[config.mk]
export PLATFORM = sky130hd
export DESIGN_NAME = pulse_stretcher
export DESIGN_NICKNAME = d
export VERILOG_FILES = /design/src/rtl/pulse_stretcher.sv
export SDC_FILE = /design/constraint.sdc
export NUM_CORES = 1
export LEC_CHECK = 0
export BUFFER_PORTS_ARGS = -buffer_cell sky130_fd_sc_hd__buf_4
export CAP_MARGIN = 15
export CORE_ASPECT_RATIO = 1.25
export CORE_MARGIN = 4
export CORE_UTILIZATION = 30
export DETAILED_ROUTE_END_ITERATION = 12
export GPL_ROUTABILITY_DRIVEN = 0
export SKIP_CTS_REPAIR_TIMING = 1
export SKIP_LAST_GASP = 1
export SLEW_MARGIN = 25
export SYNTH_ARGS = -nofsm -noshare
export SYNTH_HDL_FRONTEND = slang
export SYNTH_SLANG_ARGS = --single-unit
[constraint.sdc]
create_clock -name clk -period 2.9 [get_ports clk]
set_input_delay 0.58 -clock clk [delete_from_list [all_inputs] [get_ports clk]]
set_output_delay 0.58 -clock clk [all_outputs]
set_load 0.02 [all_outputs]
[src/rtl/pulse_stretcher.sv]
// Turns single-cycle events into fixed-length high windows separated by a low gap.
// Build option PULSE_STRETCHER_QUEUE_EN: queue events that arrive during a window or gap.
//
// state | meaning
// IDLE  | waiting for an event, out low
// HOLD  | out high, timer counts down the window
// GAP   | out low, timer counts down the mandatory gap
module pulse_stretcher #(
  parameter int HOLD_CYCLES = 25_000_000,
  parameter int GAP_CYCLES  = 12_500_000,
  parameter int QUEUE_DEPTH = 7,
  localparam int PW = $clog2(QUEUE_DEPTH + 1)
) (
  input  logic          clk,
  input  logic          reset,
  input  logic          pulse_in,
  output logic          out,
  output logic          busy,
  output logic [PW-1:0] pending,
  output logic          dropped
);

  localparam int MAX_CYC = (HOLD_CYCLES > GAP_CYCLES) ? HOLD_CYCLES : GAP_CYCLES;
  localparam int TW      = (MAX_CYC > 1) ? $clog2(MAX_CYC) : 1;

  typedef enum logic [1:0] {IDLE, HOLD, GAP} state_t;

  state_t        state, state_n;
  logic [TW-1:0] timer, timer_n;
  logic          drop_n;
  logic          last_gap;

  assign last_gap = (state == GAP) && (timer == '0);

  always_comb begin
    state_n = state;
    timer_n = timer;
    case (state)
      IDLE: begin
        if (pulse_in) begin
          state_n = HOLD;
          timer_n = TW'(HOLD_CYCLES - 1);
        end
      end
      HOLD: begin
        if (timer == '0) begin
          state_n = GAP;
          timer_n = TW'(GAP_CYCLES - 1);
        end else begin
          timer_n = timer - TW'(1);
        end
      end
      GAP: begin
        if (timer != '0) begin
          timer_n = timer - TW'(1);
        end else if ((pending != '0) || pulse_in) begin
          state_n = HOLD;
          timer_n = TW'(HOLD_CYCLES - 1);
        end else begin
          state_n = IDLE;
        end
      end
      default: begin
        state_n = IDLE;
        timer_n = '0;
      end
    endcase
  end

`ifdef PULSE_STRETCHER_QUEUE_EN
  logic [PW-1:0] pending_n;
  logic          enq, deq;

  // A pulse in the last gap cycle with nothing queued starts the next window directly.
  assign deq = last_gap && (pending != '0);
  assign enq = pulse_in && (state != IDLE) && !(last_gap && (pending == '0));

  always_comb begin
    pending_n = pending;
    drop_n    = 1'b0;
    if (enq && !deq && (pending == PW'(QUEUE_DEPTH))) begin
      drop_n = 1'b1;
    end else if (enq && !deq) begin
      pending_n = pending + PW'(1);
    end else if (deq && !enq) begin
      pending_n = pending - PW'(1);
    end
  end

  always_ff @(posedge clk or posedge reset) begin
    if (reset) pending <= '0;
    else       pending <= pending_n;
  end
`else
  assign pending = '0;
  assign drop_n  = pulse_in && (state != IDLE) && !last_gap;
`endif

  always_ff @(posedge clk or posedge reset) begin
    if (reset) begin
      state   <= IDLE;
      timer   <= '0;
      out     <= 1'b0;
      busy    <= 1'b0;
      dropped <= 1'b0;
    end else begin
      state   <= state_n;
      timer   <= timer_n;
      out     <= (state_n == HOLD);
      busy    <= (state_n != IDLE);
      dropped <= drop_n;
    end
  end

endmodule

==> results of run 1 <==
[synth_stat cells, types with 4 or more instances]
library cell,instances,area [µm²]
a211oi_1,5,37.5
a21o_1,4,30.0
a21oi_1,13,65.1
a221o_1,5,50.1
a22o_1,4,35.0
clkbuf_1,15,56.3
dfrtp_1,30,751
inv_1,9,33.8
nand2_1,5,18.8
nand3_1,7,35.0
nor2_1,19,71.3
nor3_1,16,80.1
nor4_1,12,75.1
o21ai_0,9,45.0
o22ai_1,12,75.1
o31ai_1,4,30.0
or4_1,9,67.6
[cell type report]
| type | count | area (µm²) | area share, % |
|---|---|---|---|
| Tap cell | 87 | 109 | 4.73 |
| Clock buffer | 7 | 86.3 | 3.75 |
| Multi-Input combinational cell | 176 | 1140 | 49.4 |
| Clock inverter | 1 | 5.00 | 0.218 |
| Inverter | 9 | 33.8 | 1.47 |
| Sequential cell | 30 | 751 | 32.6 |
| Timing Repair Buffer | 24 | 180 | 7.83 |
[through the flow]
step / power (mW) / cells / hold slack (ps) / util (%)
3_3_place_gp: 0.978 / 326 / 505 / 33.9
2_1_floorplan: 0.887 / 236 / 484 / -
3_5_place_dp: 0.990 / 326 / 518 / 33.9
6_report: 1.35 / 334 / 375 / 35.3
4_1_cts: 1.35 / 334 / 393 / 35.3
5_1_grt: 1.44 / 334 / 418 / 35.3
[cell families (layout without fill, tap and decap cells)]
group                      Yosys count  in the layout
and+or+nand+nor                     88             88
AOI/OAI and AO/OA                   79             79
DFF                                 30             30
buffers and inverters               30             41
adders and majority gates            3              3
xor gates and xnor gates             2              2
other                                1              3
muxes                                1              1
[worst max-delay path: stages, from the launching register on]
cell and delay [ps]:
dfrtp_1 390, inv_1 100, ha_1 220, or4b_2 670
nor4_2 250, buf_4 190, a21o_1 290, o22ai_1 140
a211o_1 300
[worst min path at each step]
stage	from	to	slack, ps	cells after the start
finish	reset	state[1]	370	3
global route	reset	timer[14]	420	3
CTS	reset	timer[18]	390	3
detailed placement	timer[0]	timer[0]	520	1
global placement	timer[0]	timer[0]	510	1
floorplan	timer[0]	timer[0]	480	1
[power by group]
part | switching, mW | internal [mW]
Clock | 0.170 | 0.191
Sequential | 0.147 | 0.518
Combinational | 0.169 | 0.153
[metal layers]
| layer | global-route usage (%) | part of all wire, % | vias up |
|---|---|---|---|
| met3 | 2.99 | 5.1 | 13 |
| met1 | 19.9 | 42 | 946 |
| met2 | 26.7 | 51 | 72 |
| met4 | 7.54 | 2.2 | 0 |
| met5 | 0 | 0 | - |
| li1 | - | - | 943 |
[flip-flops by register name (all words and copies together), names as in the netlist]
signal / count
dropped: 1
busy: 1
out: 1
state: 2
timer: 25
==> results.ini, run 1 <==
[outcome]
status=finished clean

[synth]
yosysSeqAreaShare_pct=37.4
muxShareOfSynthArea_pct=0.499
synth.cell_area_um2=2010
synthAdderAreaFrac_pct=1.75
synth-simple-area-share_pct=25.1
synthDistinctLibCells=53
ys.flop_type=dfrtp_1
synth-compound-area-share_pct=27.8
syn_avg_cell_area_um2=8.58
synth-xor-area-share_pct=0.873
ys_ff_latch=30
synthArstFlopShare_pct=100
synth_edf_count=0
yosys_warnings=0
synth_cells=234
synth_top_family_by_area=compound AO/OA/AOI/OAI gates

[global_routing]
grt_antenna_before_repair=0
grt_pass1_wl_mm=9.98
grt_remaining_overflow=0
grt_usage_pct=16.1
grt_max_degree=31
grt_pass1_vias=1964

[detailed_routing]
antenna_left=0
drt-pass1-iter-count=4
post-route-drc-count=0
drt-total-wl_mm=5.96
vias=1974
routedWlPerCell_um=17.8
drtIter0Drc=212
routed_via_density=5.91

[worst_setup_path]
critical_path.startpoint=timer[1]
rr_worst_depth=8
r2r_start=timer[1]
r2r_end=timer[16]
crit_fanout=9
crit_end=timer[16]
crit_arrival_ps=2850
start_kind=flip-flop
endpoint_kind=flip-flop
reg2reg_slack_ps=220
path_class=reg -> reg
required_ps=3070

[clocking]
clock_latency_ps=290
clockBufferDepth=2
cts_buffers=5
cts_tree=built
clk_pin_slew_ps=70
cts-root-buf=clkbuf_8
cts_max_level=2
cts_sinks=30

[place]
port_buffers=5
place_area_um2=2210
pre_cts_slack_ps=247
place_hpwl_mm=4.20

[floorplanning]
fp.dieH_um=99.4
num_rows=33
io_pins=9
fp.dieW_um=81.2
start_util_pct=30.8
core_area_um2=6520
die_area_um2=8070

[worst_hold_path]
hold_class=in -> async

[run]
cap_violations=0

[power]
p_per_area_nw_per_um2=585
peakVddDrop_mv=0.264
p_leak_nw=0.867

[layout]
num_antenna_cells=0
nNetsFinal=251
mostFrequentLayoutCell=dfrtp_1
drive_gt1_share_pct=15.4
synthToLayoutAreaGrowth_pct=14.7
num-fill-cells=696
post-route-cell-area_um2=2300
final_cell_mix=dfrtp_1 (30), buf_4 (24), nor2_1 (19), nor3_1 (16), a21oi_1 (13)

[sta]
setup_viol=0
drv_slew=0
setup_ws_ps=224
skew_ps=4.30
min_period_ps=2680
finalHoldViolCount=0
setup_tns_ps=0
fmaxAchievable_mhz=374
period_share_pct=92.3
maxSlewHeadroom_pct=33.4
rsz0062_at_grt=no
tightest_slew_ps=999

(Power assumes the default switching activity.)
==> run 2: changes to the inputs <==
Settings changed: CORE_UTILIZATION 30 to 35, REMOVE_ABC_BUFFERS from default to 1.
==> run 2 against run 1 <==
  * Hold slack worse by 14 ps
  * Utilization up 5.4 points
  * Critical endpoint is now timer[14]
  * Routed wire length down 4.5%
  * Via count up 0.76%
  * Total power down 0.81%
==> results.ini, run 2 (synthesis gave the netlist of run 1 again) <==
[power]
p_per_area_nw_per_um2=599  ; +2.3%
peakVddDrop_mv=0.297  ; +13%
swShare_pct=35.9  ; -0.059 points
p_leak_nw=0.838  ; -3.3%
power_frac_seq_pct=50.0  ; +0.7 points
p_comb_share_pct=22.8  ; -1.1 points
p_sw_mw=0.480  ; -0.97%
intPower_mw=0.856  ; -0.72%
p_clk_share_pct=27.3  ; +0.5 points

[place]
port_buffers=5  ; unchanged
place_hpwl_mm=4.04  ; -4.0%
place_area_um2=2140  ; -3.3%

[layout]
num-fill-cells=563  ; -19%
num_antenna_cells=0  ; unchanged
top_register=timer
reg.largest.list=timer: 25 flops, state: 2 flops
final_cell_mix=dfrtp_1 (30), nor2_1 (19), buf_4 (18), nor3_1 (16), a21oi_1 (13)
mostFrequentLayoutCell=dfrtp_1
synthToLayoutAreaGrowth_pct=11.2
nNetsFinal=245  ; -2.4%
largest_register_ffs=25  ; unchanged
post-route-cell-area_um2=2230  ; -3.0%
drive_gt1_share_pct=13.7  ; -1.7 points

[sta]
setup_tns_ps=0  ; unchanged
finalHoldViolCount=0  ; unchanged
rsz0062_at_grt=no
fmaxAchievable_mhz=365  ; -2.2%
min_period_ps=2740  ; +59.8 ps
drv_slew=0  ; unchanged
skew_ps=10.9  ; +6.63 ps
period_share_pct=94.3  ; +2.1 points
setup_viol=0  ; unchanged
tightest_slew_ps=788  ; -212 ps
maxSlewHeadroom_pct=47.5  ; +14 points

[detailed_routing]
antenna_left=0  ; unchanged
drt-total-wl_mm=5.69  ; -4.5%
post-route-drc-count=0  ; unchanged
drt-pass1-iter-count=5  ; +1
vias=1989  ; +0.76%
routedWlPerCell_um=18.7  ; +4.6%
drtIter0Drc=289  ; +36%
routed_via_density=6.52  ; +10%

[worst_setup_path]
endpoint_kind=flip-flop
required_ps=3070  ; about the same
crit_arrival_ps=2910  ; +60 ps
path_class=reg -> reg
crit_fanout=9  ; unchanged
rr_worst_depth=8  ; unchanged
start_kind=flip-flop

[clocking]
cts-root-buf=clkbuf_8
clock_latency_ps=290  ; about the same
cts_buffers=5  ; unchanged
cts_max_level=2  ; unchanged
clk_pin_slew_ps=80  ; about the same
cts_tree=built
clockBufferDepth=2  ; unchanged
cts_sinks=30  ; unchanged

[global_routing]
grt_remaining_overflow=0  ; unchanged
grt_max_degree=31  ; unchanged
grt_pass1_vias=1873  ; -4.6%
grt_pass1_wl_mm=9.73  ; -2.6%
grt_usage_pct=18.1  ; +2.1 points
grt_antenna_before_repair=0  ; unchanged

[floorplanning]
start_util_pct=36.6  ; +5.9 points
fp.dieW_um=75.7  ; -6.7%
core_area_um2=5480  ; -16%
fp.dieH_um=92.7  ; -6.8%
io_pins=9  ; unchanged
die_area_um2=7020  ; -13%
num_rows=30  ; -9.1%

[outcome]
status=finished clean

[worst_hold_path]
hold_class=in -> async

[run]
cap_violations=0  ; unchanged

==> run 2: stage by stage <==
step	hold slack, ps	cells	worst slack, ps	util (%)	total power, mW
after CTS	376	305	179	40.7	1.34
after global placement	530	297	200	39.0	0.969
final	361	305	164	40.7	1.34
after floorplan	484	215	382	-	0.867
after detailed placement	529	297	201	39.0	0.975
after global routing	426	305	22.2	40.7	1.44
==> run 2: final cells by class <==
type	count	area, µm²	area share, %
Sequential cell	30	751	33.7
Clock inverter	2	12.5	0.561
Multi-Input combinational cell	176	1140	50.9
Timing Repair Buffer	18	135	6.06
Clock buffer	6	82.6	3.70
Inverter	9	33.8	1.51
Tap cell	64	80.1	3.59
==> run 2: critical path, cell delays in order, from the launching register on <==
cell	delay, ps
dfrtp_1	410
inv_1	90
ha_1	230
or4b_2	680
nor4_2	250
buf_4	190
a21o_1	300
o22ai_1	140
a211o_1	320
==> run 2: routing by layer <==
metal | vias up | wire, µm | GRT usage, %
met2 | 99 | 2710 | 27.2
met4 | 0 | 179 | 8.02
met5 | - | 0 | 0
li1 | 929 | - | -
met3 | 21 | 289 | 3.47
met1 | 940 | 2510 | 24.8
==> run 2: final timing paths <==
| kind | start | end | slack [ps] |
|---|---|---|---|
| worst max-delay path | timer[0] | timer[14] | 160 |
| worst min-delay path | reset | timer[15] | 360 |
| worst max register to register | timer[0] | timer[14] | 160 |
| worst min register to register | timer[0] | timer[0] | 540 |
| max in group asynchronous | reset | timer[2] | 2240 |
| min in group clk | timer[0] | timer[0] | 540 |
==> run 2: power by group through the flow <==
stage | combinational (mW) | clock [mW] | sequential [mW]
2_1_floorplan | 0.233 | 0 | 0.634
3_3_place_gp | 0.303 | 0 | 0.667
3_5_place_dp | 0.305 | 0 | 0.669
4_1_cts | 0.306 | 0.375 | 0.662
5_1_grt | 0.350 | 0.398 | 0.692
6_report | 0.304 | 0.364 | 0.667
